File: config.mk
export PLATFORM = sky130hd
export DESIGN_NAME = position_stability_detector
export DESIGN_NICKNAME = d
export VERILOG_FILES = /design/src/rtl/position_stability_detector.sv
export SDC_FILE = /design/constraint.sdc
export NUM_CORES = 1
export LEC_CHECK = 0
export CAP_MARGIN = 20
export CORE_MARGIN = 4
export CORE_UTILIZATION = 30
export DETAILED_ROUTE_END_ITERATION = 10
export HOLD_SLACK_MARGIN = 0.12
export PLACE_DENSITY = 0.57
export SLEW_MARGIN = 20
export SYNTH_ARGS = -nofsm -noshare
export SYNTH_HDL_FRONTEND = slang
export SYNTH_SLANG_ARGS = --single-unit
File: constraint.sdc
create_clock -name clk -period 4.8 [get_ports clk]
set_clock_uncertainty 0.2 [all_clocks]
set_input_delay 0.72 -clock clk [delete_from_list [all_inputs] [get_ports clk]]
set_output_delay 0.72 -clock clk [all_outputs]
set_load 0.02 [all_outputs]
File: src/rtl/position_stability_detector.sv
// Position stability detector: |sample - prev| against a runtime threshold, consecutive-stable count, lock flag.
// Optional macro STABILITY_HYSTERESIS_EN: in LOCKED, tolerate one unstable delta before unlocking.
module position_stability_detector #(
   parameter int unsigned WIDTH      = 10,
   parameter int unsigned LOCK_COUNT = 4,
   parameter int unsigned COUNT_W    = 3
) (
   input  logic               clk,
   input  logic               reset,
   input  logic [WIDTH-1:0]   sample,
   input  logic               sample_valid,
   input  logic [WIDTH-1:0]   threshold,
   input  logic               clear,
   output logic [WIDTH-1:0]   delta,
   output logic               delta_valid,
   output logic [COUNT_W-1:0] stable_count,
   output logic               locked,
   output logic               lock_lost
);

   typedef enum logic [1:0] {
      EMPTY  = 2'd0,
      TRACK  = 2'd1,
      LOCKED = 2'd2
   } state_t;

   localparam logic [COUNT_W-1:0] LC = COUNT_W'(LOCK_COUNT);

   state_t             state_q;
   logic [WIDTH-1:0]   prev_q;
   logic [WIDTH-1:0]   delta_q;
   logic               delta_valid_q;
   logic [COUNT_W-1:0] stable_count_q;
   logic               locked_q;
   logic               lock_lost_q;
`ifdef STABILITY_HYSTERESIS_EN
   logic               miss_q;
`endif

   logic [WIDTH-1:0]   delta_d;
   logic [COUNT_W-1:0] count_inc;
   logic               stable;
   logic               unlock;

   always_comb begin
      delta_d   = (sample > prev_q) ? (sample - prev_q) : (prev_q - sample);
      stable    = (delta_d <= threshold);
      count_inc = (stable_count_q == LC) ? LC : (stable_count_q + 1'b1);
`ifdef STABILITY_HYSTERESIS_EN
      unlock    = (state_q == LOCKED) && !stable && miss_q;
`else
      unlock    = (state_q == LOCKED) && !stable;
`endif
   end

   always_ff @(posedge clk or posedge reset) begin
      if (reset) begin
         state_q        <= EMPTY;
         prev_q         <= '0;
         delta_q        <= '0;
         delta_valid_q  <= 1'b0;
         stable_count_q <= '0;
         locked_q       <= 1'b0;
         lock_lost_q    <= 1'b0;
`ifdef STABILITY_HYSTERESIS_EN
         miss_q         <= 1'b0;
`endif
      end else begin
         delta_valid_q <= 1'b0;
         lock_lost_q   <= 1'b0;
         if (clear) begin
            // Sample arriving with clear is dropped, not used as a seed.
            state_q        <= EMPTY;
            delta_q        <= '0;
            stable_count_q <= '0;
            locked_q       <= 1'b0;
`ifdef STABILITY_HYSTERESIS_EN
            miss_q         <= 1'b0;
`endif
         end else if (sample_valid) begin
            prev_q <= sample;
            case (state_q)
               EMPTY: state_q <= TRACK;
               TRACK: begin
                  delta_q       <= delta_d;
                  delta_valid_q <= 1'b1;
                  if (stable) begin
                     stable_count_q <= count_inc;
                     if (count_inc == LC) begin
                        state_q  <= LOCKED;
                        locked_q <= 1'b1;
`ifdef STABILITY_HYSTERESIS_EN
                        miss_q   <= 1'b0;
`endif
                     end
                  end else begin
                     stable_count_q <= '0;
                  end
               end
               LOCKED: begin
                  delta_q       <= delta_d;
                  delta_valid_q <= 1'b1;
                  if (stable) begin
                     stable_count_q <= count_inc;
`ifdef STABILITY_HYSTERESIS_EN
                     miss_q         <= 1'b0;
`endif
                  end else if (unlock) begin
                     state_q        <= TRACK;
                     locked_q       <= 1'b0;
                     lock_lost_q    <= 1'b1;
                     stable_count_q <= '0;
`ifdef STABILITY_HYSTERESIS_EN
                     miss_q         <= 1'b0;
                  end else begin
                     miss_q         <= 1'b1;
`endif
                  end
               end
               default: state_q <= EMPTY;
            endcase
         end
      end
   end

   assign delta        = delta_q;
   assign delta_valid  = delta_valid_q;
   assign stable_count = stable_count_q;
   assign locked       = locked_q;
   assign lock_lost    = lock_lost_q;

endmodule

## Word-level counts from Yosys, hierarchy flattened

Index checks and enable logic that the tools add are counted.
Widths: inputs -> output; s select.

- $add $sub $neg: 3
- Order comparisons: 2
- Eq/ne operators: 9
- Multiplexer cells: 33
- Bitwise logic cells: 1
- Reductions and logical operators: 12

Operators by type and width:

| kind | number |
|---|---|
| $mux 10 | 4 |
| $sub 10x10->10 | 2 |
| $mux 3 | 6 |
| $mux 1 | 14 |
| $mux 2 | 6 |
| $ne 3x3->1 const B | 4 |
| $gt 10x10->1 | 1 |
| $le 10x10->1 | 1 |
| $eq 3x3->1 const B | 2 |
| $pmux 2 s3 | 1 |
| $pmux 3 s2 | 1 |
| $reduce_and 6->1 | 1 |
| $reduce_and 5->1 | 1 |
| $ne 4x4->1 const B | 1 |
| $reduce_and 2->1 | 2 |
| $reduce_bool 2->1 | 2 |
| $add 3x1->3 const B | 1 |
| $reduce_and 3->1 | 1 |
| $reduce_bool 3->1 | 1 |
| $eq 2x1->1 const B | 1 |
| $eq 2x2->1 const B | 1 |
| $logic_not 2->1 | 1 |
| $pmux 1 s2 | 1 |
| $reduce_or 2->1 | 1 |
| 3 further kinds | 3 |

- Bits in registers: 28
- Output and inout bits: 16
- Word-level logic and storage cells: 67

## Logic depth before layout (Yosys ltp)

Gate-level depths: netlist of the first run.

- Depth after elaboration: 10
- Depth in mapped cells: 18
- Gate-level depth less buffers: 17

## Least setup slack after synthesis of the first run

Ideal clock, no wire load.

- Kind: input to register
- From: input sample[0]
- To: register state_q[0]
- Setup time: 140 ps
- Arrival time: 3875 ps
- Setup slack: 585 ps
- Stages on the path: 17
- Path buffers: 1
- Cells stage by stage: inv_1 ha_1 inv_1 fa_1 a21o_1 a22oi_1 nand2b_1 o21ai_1 mux2i_1 xnor2_1 ha_1 nand4_1 or3_1 and3_1 clkbuf_1 o31ai_1 a221oi_2

- Cells in the longest elaborated chain, start to end: 7

RTL lines:

| item | line | source |
|---|---|---|
| start: declaration | 10 | `input logic [WIDTH-1:0] sample,` |
| $sub 10x10->10 or $gt 10x10->1 (tied branches) | 46 | `delta_d = (sample > prev_q) ? (sample - prev_q) : (prev_q - sample);` |
| $mux 10 (*) | 46 |  |
| $le 10x10->1 (*) | 47 | `stable = (delta_d <= threshold);` |
| $logic_not 1->1 | 52 | `unlock = (state_q == LOCKED) && !stable;` |
| $logic_and 1x1->1 | 52 |  |
| $ne 3x3->1 (no source line) | n/a |  |
| $reduce_and 5->1 (no source line) (*) | n/a |  |
| end signal: assignment | 58 | `state_q <= EMPTY;` |
| end signal: assignment | 73 | `state_q <= EMPTY;` |
| end signal: assignment | 83 | `EMPTY: state_q <= TRACK;` |
| end: declaration | 29 | `state_t state_q;` |

Every way passes the cells marked *; elsewhere a longest branch is shown, timed or not.
A chain may end at the register's enable or synchronous reset.

## Worst setup path in the final report of the first run

Same ends and word-level chain as after synthesis.

==> impl_metrics.py, run 1 <==
metrics = {
    "clocking": {
        "clock_insertion_delay_worst_skew_ps": 280,
        "cts_num_sinks": 28,
        "cts_max_level": 1,
        "tritoncts": "done",
        "clockBufferDepth": 2,
        "clkSlewWorstSetupHoldPaths_ps": 110,
        "cts.root.buffer_cell": "clkbuf_8",
        "cts_hold_buffers": 0,
        "tritoncts.num_buffers": 3,
    },
    "pwr": {
        "leakage_nw": 1.70,
        "sequential_share_of_power": 0.235,
        "clock_power_share": 0.143,
        "report.power.total_mw": 1.38,
        "power_density_mw_per_mm2": 398,
        "power.share.combinational": 0.622,
        "power.share.switching": 0.411,
        "irDropWorstVdd_v": 0.000161,
        "internal_power_mw": 0.814,
        "switching_power_mw": 0.567,
    },
    "hold_path": {
        "min_path_cells": 2,
        "worstHoldStart": "delta[9]",
        "hold_end": "delta[9]",
        "hold_class": "flip-flop to flip-flop",
    },
    "critical_path": {
        "critical_path_fanout_max": 4,
        "worst_setup_path_end_kind": "flip-flop",
        "worstSetupStartpointType": "primary input",
        "worst-endpoint-arrival_ps": 4550,
        "setup.reg_to_reg.worst_slack_ps": 810,
        "path_class": "primary input to flip-flop",
        "worstReg2RegEnd": "state_q[0]",
        "crit-reg2reg-launch": "prev_q[0]",
        "worst_ep_required_time_ps": 4800,
        "ff2ff_path_depth": 17,
    },
    "synth": {
        "netlist_instances": 291,
        "synth-seq-area-share": 0.275,
        "synth.net_count": 352,
        "synth.area.top_cells": "dfrtp_1, ha_1, inv_1",
        "syn_area_mm2": 0.00255,
        "synthDistinctLibCells": 53,
        "count_of_flip_flops_with_a_built_in_enable_after_synthesis": 0,
        "ys_warn_count": 0,
        "synth.top_cell.area_share": 0.275,
        "async_s_r_ff_share_synth": 1.00,
        "syn-mean-instance-area_um2": 8.77,
        "primary_flip_flop_cell_chosen_by_synthesis_mapping": "dfrtp_1",
        "ffs_latches_synth": 28,
        "post-synth-top-area-cell": "dfrtp_1",
    },
    "floorplan": {
        "die_area_mm2": 0.0100,
        "initial_utilization": 0.309,
        "core-area_mm2": 0.00826,
        "top_level_ports": 40,
        "die-width_um": 100,
        "die_h_um": 100,
        "row_count": 33,
    },
    "finish": {
        "postLayoutCellArea_mm2": 0.00347,
        "layout_common_cells": "buf_4, inv_1, clkdlybuf4s50_1",
        "finalNonFillerCells": 473,
        "fillerInstances": 837,
        "areaGrowthSynthToFinish_pct": 36.0,
        "layout-drive-gt1-share": 0.174,
        "mostFrequentLayoutCell": "buf_4",
        "nNetsFinal": 430,
        "antenna_cells_inserted": 0,
    },
    "timing": {
        "timing_hold_violations_final": 0,
        "period_share": 0.948,
        "setup_viol": 0,
        "fmax_mhz": 220,
        "finalMaxSlewViolations": 0,
        "maxSlewHeadroom": 0.438,
        "tightestPinTransition_ps": 843,
        "finalCriticalPeriod_ps": 4550,
    },
    "global_routing": {
        "grt_max_degree": 29,
        "globalRouteTotalUtil": 0.131,
        "global_route.usage.met2": 0.231,
        "globalRoute.busiestLayer": "met2",
        "grt_pass1_wl_um": 10900,
        "global_route.usage.met1": 0.169,
        "number_of_antenna_violations_at_the_first_check_in_global_routing": 0,
        "grt_pass1_vias": 2330,
        "grt.met3_usage": 0.0208,
        "globalRouteOverflowTotal": 0,
    },
    "routing": {
        "wl_per_cell_um": 14.0,
        "detailroute.via_count": 2316,
        "routed_wl_um": 6620,
        "drtAntennaViolNets": 0,
        "detailedRoute.firstIterationViolations": 49,
        "drt-pass1-iter-count": 4,
        "drt_drc_violations_left": 0,
        "via_count_normalized_by_instance_count": 4.90,
    },
    "placement": {
        "post-place-cells": 464,
        "globalplace.congestion": 0.790,
        "dpl_cell_area_mm2": 0.00330,
        "dp_hpwl_um": 5210,
        "placement.io_buffers": 39,
    },
    "run": {
        "max_cap_viol_count": 0,
    },
    "status": {
        "run_status": "complete, no violations",
    },
}
## cells in the mapped netlist, types with 2 or more instances
master     instances
a21o_1            12
a21oi_1           12
a21oi_2            2
a221oi_2           3
a22o_1             7
a22oi_1            2
a311o_1            2
a31oi_1            6
and3_1             6
buf_2              4
buf_6              5
clkbuf_1           4
dfrtp_1           28
fa_1               2
ha_1              35
inv_1             43
mux2i_1            6
nand2_1           26
nand2b_1           2
nand3_1            4
nand4_1            6
nor2_1             7
nor2b_1            2
nor4_1             2
o2111ai_1          2
o21a_1             2
o21ai_0           20
o21ai_1            3
o31ai_1            4
o32ai_1            2
or3_1              2
xnor2_1            6
xor2_1             2
## metal layers
layer / vias to the layer above / wire (um)
li1: 1185 / -
met1: 1085 / 3050
met2: 38 / 3250
met3: 8 / 231
met4: 0 / 81
met5: - / 0
## sequential cells by signal, indices dropped and copies added, names as in the netlist
signal / flops
state_q: 2
prev_q: 10
locked: 1
stable_count: 3
delta: 10
lock_lost: 1
delta_valid: 1
## through the flow
stage          hold WS [ps]  setup TNS, ps  utilization  setup slack, ps
2_1_floorplan           274              0            -              585
5_1_grt                 351           -110        0.420            -79.4
6_report                310              0        0.420              249
3_5_place_dp            290          -1420        0.399             -312
3_3_place_gp            292           -550        0.399             -152
4_1_cts                 320              0        0.408             5.75
## what timing repair did
action | 4_1_cts | 5_1_grt
resized for setup | 0 | 9
setup buffers | 0 | 5
endpoints found under the setup margin | 0 | 7
## how the worst max path moves through the flow
stage | startpoint | endpoint | slack, ps
final | sample[0] | state_q[0] | 250
after detailed placement | sample[8] | state_q[0] | -310
after floorplan | sample[0] | state_q[0] | 580
after global placement | sample[0] | state_q[0] | -150
after CTS | sample[8] | state_q[0] | 6
after global routing | sample[0] | state_q[0] | -80
## cells by family after synthesis
kind of cell	synth area share
xor+xnor	0.0275
simple gates	0.123
mux	0.0279
fa+ha+maj	0.187
buf+inv	0.100
flops	0.275
compound gates	0.260
## power groups by stage
| stage | Sequential, mW | Clock [mW] | Combinational [mW] |
|---|---|---|---|
| after floorplan | 0.365 | 0 | 0.464 |
| after global placement | 0.330 | 0 | 0.788 |
| after detailed placement | 0.331 | 0 | 0.798 |
| after CTS | 0.325 | 0.205 | 0.801 |
| after global routing | 0.333 | 0.216 | 0.947 |
| final | 0.325 | 0.197 | 0.859 |
## cell type report
type | instances | area, um^2 | share of cell area
clock buffers | 3 | 41.3 | 0.0119
clock inverters | 1 | 30.0 | 0.00865
inverters | 44 | 165 | 0.0476
multi-input cells | 206 | 1650 | 0.474
flip-flops and latches | 28 | 701 | 0.202
well taps | 105 | 131 | 0.0379
repair buffers | 86 | 756 | 0.218
## worst max-delay path, stage by stage
cell and delay, ps:
clkdlybuf4s50_1 420, inv_1 60, ha_1 150, inv_1 50
fa_1 380, a21o_1 260, a221oi_4 310, a211oi_4 130
buf_12 150, mux2i_1 120, xnor2_1 270, ha_1 300
and3_1 170, o21ai_1 130, o2111ai_1 160, buf_4 170
a31oi_2 220, o31ai_2 110, a221oi_2 260
Power figures use the tool's default switching activity.
==> inputs of run 2 (changes only) <==
ABC_AREA = 1   (was unset)
CTS_CLUSTER_SIZE = 30   (was unset)
PLACE_DENSITY = 0.56   (was 0.57)
==> run 2 against run 1 <==
Synthesized area grew 6.6%; sequential cell count unchanged; sequential share of layout area up 1.1 points; design area is 5.1% lower; register-to-register slack better by 570 ps; synthesized cell count grew 38%; global-route usage grew 0.35 points; clock power barely moved; hold slack got worse by 14 ps; final cell count is 16% higher; sequential power decreased by 2%; count of clock-buffer cells in the layout stayed put; highest routed layer unchanged.
==> impl_metrics.py, run 2 <==
metrics = {
    "status": {
        "run_status": "complete, no violations",
    },
    "critical_path": {
        "path_class": "primary input to flip-flop",
        "crit_path_top_delay_cell": "ha_1",
        "worst-endpoint-arrival_ps": 3910,
        "critical_path.max_stage_delay_ps": 510,
        "worst_ep_required_time_ps": 4770,
        "path_delay_family": "simple AND/OR/NAND/NOR gates",
        "worst_setup_path_end_kind": "flip-flop",
        "critical_path_fanout_max": 10,
        "worst-path-buf-inv": 3,
        "crit_top_cell": "nand2_1",
        "crit_path_cell_trace": "clkdlybuf4s50_1 > inv_1 > ha_1 > nand2_4 > nor2_1 > nand3_2 > nand3_2 > nand2_4 > inv_8 > nand2_1 > and2_1 > ha_1 > nand2_1 > nor2_1 > nand3_1 > nand3_1 > nand2_1 > nand2_1 > nand3_1 > nand2_1 > o21ai_0",
        "worstSetupStartpointType": "primary input",
    },
    "finish": {
        "layout_common_cells": "nand2_1, inv_1, clkdlybuf4s50_1",
        "nNetsFinal": 504,
        "areaGrowthSynthToFinish_pct": 21.1,
        "mostFrequentLayoutCell": "nand2_1",
        "final_util": 0.376,
        "layout-drive-gt1-share": 0.0520,
        "postLayoutCellArea_mm2": 0.00329,
        "antenna_cells_inserted": 0,
        "fillerInstances": 931,
    },
    "timing": {
        "setup_viol": 0,
        "period_share": 0.821,
        "fmax_mhz": 254,
        "tightestPinTransition_ps": 594,
        "maxSlewHeadroom": 0.603,
        "timing_hold_violations_final": 0,
        "fin_setup_tns_ps": 0,
        "finalCriticalPeriod_ps": 3940,
        "finalMaxSlewViolations": 0,
        "grt_setup_unrepaired": "no",
    },
    "synth": {
        "synth_commonest_cells": "nand2_1, inv_1, ha_1",
        "synthDistinctLibCells": 34,
        "primary_flip_flop_cell_chosen_by_synthesis_mapping": "dfrtp_1",
        "count_of_flip_flops_with_a_built_in_enable_after_synthesis": 0,
        "post-synth-top-area-cell": "dfrtp_1",
        "async_s_r_ff_share_synth": 1.00,
        "syn_area_mm2": 0.00272,
        "ffs_latches_synth": 28,
        "netlist_instances": 403,
        "synth.top_cell.area_share": 0.258,
        "syn-mean-instance-area_um2": 6.75,
        "synth.net_count": 464,
        "top_count_cell_post_synth": "nand2_1",
        "synth.area.top_cells": "dfrtp_1, nand2_1, ha_1",
        "ys_warn_count": 0,
        "synth-seq-area-share": 0.258,
    },
    "routing": {
        "detailroute.via_count": 2523,
        "detailedRoute.firstIterationViolations": 90,
        "routed_wl_um": 6780,
        "via_count_normalized_by_instance_count": 4.59,
        "wl_per_cell_um": 12.3,
        "drt-pass1-iter-count": 4,
        "drtAntennaViolNets": 0,
        "drt_drc_violations_left": 0,
    },
    "clocking": {
        "tritoncts": "done",
        "clockBufferDepth": 2,
        "cts_hold_buffers": 0,
        "cts.root.buffer_cell": "clkbuf_8",
        "cts_num_sinks": 28,
        "cts_setup_buffers": 0,
        "clkSlewWorstSetupHoldPaths_ps": 110,
        "cts.repair.resized": 0,
        "clock_insertion_delay_worst_skew_ps": 290,
        "cts_max_level": 1,
        "tritoncts.num_buffers": 3,
    },
    "placement": {
        "dpl_cell_area_mm2": 0.00322,
        "dp_hpwl_um": 5640,
        "placement.io_buffers": 39,
        "globalplace.congestion": 0.957,
    },
    "run": {
        "max_cap_viol_count": 0,
    },
    "floorplan": {
        "top_level_ports": 40,
        "initial_utilization": 0.310,
        "die_h_um": 103,
        "die-width_um": 103,
        "core-area_mm2": 0.00876,
        "row_count": 34,
        "die_area_mm2": 0.0107,
    },
    "global_routing": {
        "number_of_antenna_violations_at_the_first_check_in_global_routing": 0,
        "grt_pass1_vias": 2426,
        "globalRouteTotalUtil": 0.135,
        "grt_max_degree": 29,
        "globalRouteOverflowTotal": 0,
        "grt_pass1_wl_um": 11400,
    },
    "hold_path": {
        "hold_class": "flip-flop to flip-flop",
    },
    "pwr": {
        "leakage_nw": 1.80,
        "power_density_mw_per_mm2": 355,
        "irDropWorstVdd_v": 0.000113,
    },
}
==> run 2: routing by layer <==
layer	global-route usage	part of all wire	vias to the layer above	wire length [um]
li1	-	-	1333	-
met1	0.190	0.50	1138	3370
met2	0.222	0.45	44	3050
met3	0.00939	0.033	8	221
met4	0.0398	0.019	0	127
met5	0	0	-	0
==> run 2: cell families after synthesis <==
logic type,after synthesis,synth area share
simple gates,206,0.330
buf+inv,83,0.121
compound gates,42,0.0925
fa+ha+maj,37,0.176
flops,28,0.258
xor+xnor,7,0.0225
==> run 2: cell type report <==
| class | instances | area [um^2] | area share |
|---|---|---|---|
| Multi-Input combinational cell | 292 | 1690 | 0.513 |
| Clock buffer | 3 | 41.3 | 0.0125 |
| Sequential cell | 28 | 701 | 0.213 |
| Tap cell | 108 | 135 | 0.0410 |
| Clock inverter | 1 | 30.0 | 0.00912 |
| Inverter | 78 | 300 | 0.0912 |
| Timing Repair Buffer | 40 | 398 | 0.121 |
==> run 2: worst reg2reg max path, cell delays in order, from the launching register on <==
cell and delay (ps):
dfrtp_1 410, inv_1 60, ha_1 130, inv_1 80, fa_1 440, nand3_1 120
nand3_1 160, nand2_1 130, nand3_1 90, nand2_1 80, nand2_1 60, and2_1 160
ha_1 260, nand2_1 60, nor2_1 210, nand3_1 100, nand3_1 110, nand2_1 100
nand2_1 90, nand3_1 120, nand2_1 80, o21ai_0 80
==> run 2: report_power, final <==
part	internal, mW	switching, mW	total, mW	leakage [nW]
clock	0.112	0.0869	0.199	0.0357
combinational	0.256	0.395	0.651	1.40
sequential	0.286	0.0336	0.320	0.367
total	0.654	0.516	1.17	1.80
==> run 2: worst paths after layout <==
path | from | to | slack, ps | cells after the start
hold reg to reg | delta[1] | delta[1] | 300 | 2
hold / removal | delta[1] | delta[1] | 300 | 2
min in group asynchronous | reset | prev_q[3] | 590 | 3
max in group asynchronous | reset | delta[0] | 3530 | 3
setup reg to reg | prev_q[0] | state_q[1] | 1380 | 21
setup / recovery | sample[5] | state_q[1] | 860 | 21
==> run 2: per-stage QoR <==
stage	cells	hold slack [ps]	total power [mW]	worst slack, ps
finish	550	296	1.17	859
global route	550	317	1.30	410
CTS	550	298	1.19	822
detailed placement	546	268	0.982	523
global placement	546	264	0.975	576
floorplan	403	278	0.779	1470
==> inputs of run 3 (changes only) <==
PLACE_DENSITY = 0.58   (was 0.56)
clock period = 3.57 ns   (was 4.8 ns; I/O delays follow)
==> run 3 against run 2 <==
Core utilization increased by 7.8 points; count of clock-buffer cells in the layout stayed put; final cell count up 11%; sequential power increased by 37%; register-to-register slack worse by 960 ps; non-clock buffer count is 60 higher; via count grew 7.1%; design area increased by 21%; setup slack worse by 650 ps.
==> impl_metrics.py, run 3 (synthesis results as in run 2) <==
metrics = {
    "pwr": {
        "report.power.total_mw": 1.84,
        "leakage_nw": 2.14,
        "power.share.switching": 0.422,
        "switching_power_mw": 0.777,
        "internal_power_mw": 1.06,
        "power.share.combinational": 0.616,
        "sequential_share_of_power": 0.237,
        "power_density_mw_per_mm2": 463,
        "clock_power_share": 0.147,
        "irDropWorstVdd_v": 0.000181,
    },
    "critical_path": {
        "crit_start": "sample[2]",
        "critical_path.max_stage_delay_ps": 480,
        "worst-path-buf-inv": 3,
        "path_delay_family": "simple AND/OR/NAND/NOR gates",
        "crit_path_top_delay_cell": "clkdlybuf4s50_1",
        "crit_path_cell_trace": "clkdlybuf4s50_1 > inv_1 > ha_4 > nand2_1 > nor2_1 > nand3_2 > nand3_2 > nand2_4 > inv_8 > nand2_1 > and2_1 > ha_1 > nand2_1 > nor2_2 > nand3_1 > nand3_2 > nand2_2 > nand2_2 > nand2_1 > o21bai_1 > nand2_1",
        "worst_setup_path_end_kind": "flip-flop",
        "worstSetupStartpointType": "primary input",
        "worst-endpoint-arrival_ps": 3350,
        "worst_ep_required_time_ps": 3560,
        "crit_top_cell": "nand2_1",
        "critical_path_fanout_max": 9,
        "path_class": "primary input to flip-flop",
        "crit-reg2reg-launch": "prev_q[0]",
    },
    "finish": {
        "antenna_cells_inserted": 0,
        "layout-drive-gt1-share": 0.247,
        "areaGrowthSynthToFinish_pct": 46.2,
        "layout_common_cells": "nand2_1, inv_1, buf_4",
        "fillerInstances": 917,
        "mostFrequentLayoutCell": "nand2_1",
        "footprint_of_the_multi_input_gates_mm2": 0.00190,
        "nNetsFinal": 564,
        "seqCellArea_um2": 701,
        "postLayoutCellArea_mm2": 0.00398,
    },
    "timing": {
        "tightestPinTransition_ps": 575,
        "period_share": 0.942,
        "finalCriticalPeriod_ps": 3360,
        "fmax_mhz": 297,
        "fin_setup_tns_ps": 0,
        "finalMaxSlewViolations": 0,
        "layout_setup_ws_ps": 209,
        "maxSlewHeadroom": 0.616,
        "setup_viol": 0,
        "timing_hold_violations_final": 0,
    },
    "placement": {
        "globalplace.congestion": 0.950,
        "dp_hpwl_um": 5840,
        "pre_cts_slack_ps": -450,
        "dpl_cell_area_mm2": 0.00364,
        "placement.io_buffers": 39,
    },
    "clocking": {
        "clock_insertion_delay_worst_skew_ps": 290,
        "clkSlewWorstSetupHoldPaths_ps": 120,
        "clockBufferDepth": 2,
        "cts_max_level": 1,
        "cts.root.buffer_cell": "clkbuf_8",
        "tritoncts.num_buffers": 3,
        "cts_num_sinks": 28,
        "cts_hold_buffers": 0,
        "tritoncts": "done",
    },
    "global_routing": {
        "globalRouteTotalUtil": 0.142,
        "number_of_antenna_violations_at_the_first_check_in_global_routing": 0,
        "grt_pass1_wl_um": 12200,
        "grt_pass1_vias": 2694,
        "globalRouteOverflowTotal": 0,
        "grt_max_degree": 29,
    },
    "floorplan": {
        "die_area_mm2": 0.0107,
        "row_count": 34,
        "initial_utilization": 0.310,
        "die_h_um": 103,
        "die-width_um": 103,
        "top_level_ports": 40,
        "core-area_mm2": 0.00876,
    },
    "status": {
        "run_status": "complete, no violations",
    },
    "routing": {
        "detailedRoute.firstIterationViolations": 134,
        "detailroute.via_count": 2702,
        "via_count_normalized_by_instance_count": 4.43,
        "drtAntennaViolNets": 0,
        "routed_wl_um": 7480,
        "drt_drc_violations_left": 0,
        "drt-pass1-iter-count": 4,
        "wl_per_cell_um": 12.3,
    },
    "run": {
        "max_cap_viol_count": 0,
    },
    "hold_path": {
        "hold_class": "flip-flop to flip-flop",
        "worstHoldStart": "delta[6]",
    },
}
-- run 3: final timing paths --
| check | slack, ps | depth (start not counted) | to |
|---|---|---|---|
| setup reg to reg | 420 | 20 | locked |
| max in group asynchronous | 2460 | 3 | prev_q[2] |
| setup / recovery | 210 | 21 | locked |
| hold / removal | 300 | 2 | delta[6] |
| hold reg to reg | 300 | 2 | delta[6] |
| min in group asynchronous | 410 | 3 | prev_q[3] |
-- run 3: worst min-delay path, cell delays in order (launching register included) --
cell     delay [ps]
dfrtp_1         360
nand2_1          50
nand2_1          60
-- run 3: repair_timing --
action | in CTS | in global routing
cloned | 0 | 0
hold endpoints to repair | 0 | 0
setup endpoints to repair | 5 | 7
resized for setup | 9 | 50
pin swaps | 2 | 17
setup buffers | 3 | 2
-- run 3: area by class of cell --
class / count / area share
tap: 108 / 0.0340
multi-input combinational: 292 / 0.479
sequential: 28 / 0.176
timing repair buffer: 100 / 0.218
clock inverter: 1 / 0.00755
clock buffer: 3 / 0.0104
inverter: 78 / 0.0755
-- run 3: stage by stage --
step	utilization	hold slack, ps	instances
floorplan	-	278	403
global placement	0.415	266	601
detailed placement	0.415	268	601
CTS	0.430	298	608
global route	0.454	326	610
finish	0.454	296	610
-- run 3: per-layer routing --
metal,global-route usage,vias to the layer above,part of all wire
li1,-,1445,-
met1,0.199,1200,0.50
met2,0.241,52,0.46
met3,0.0101,5,0.034
met4,0.0299,0,0.011
met5,0,-,0
-- run 3: power groups by stage --
stage	registers (mW)	logic, mW	clock network [mW]
3_3_place_gp	0.436	1.02	0
5_1_grt	0.448	1.28	0.292
6_report	0.437	1.13	0.270
3_5_place_dp	0.438	1.03	0
2_1_floorplan	0.487	0.560	0
4_1_cts	0.433	1.07	0.282
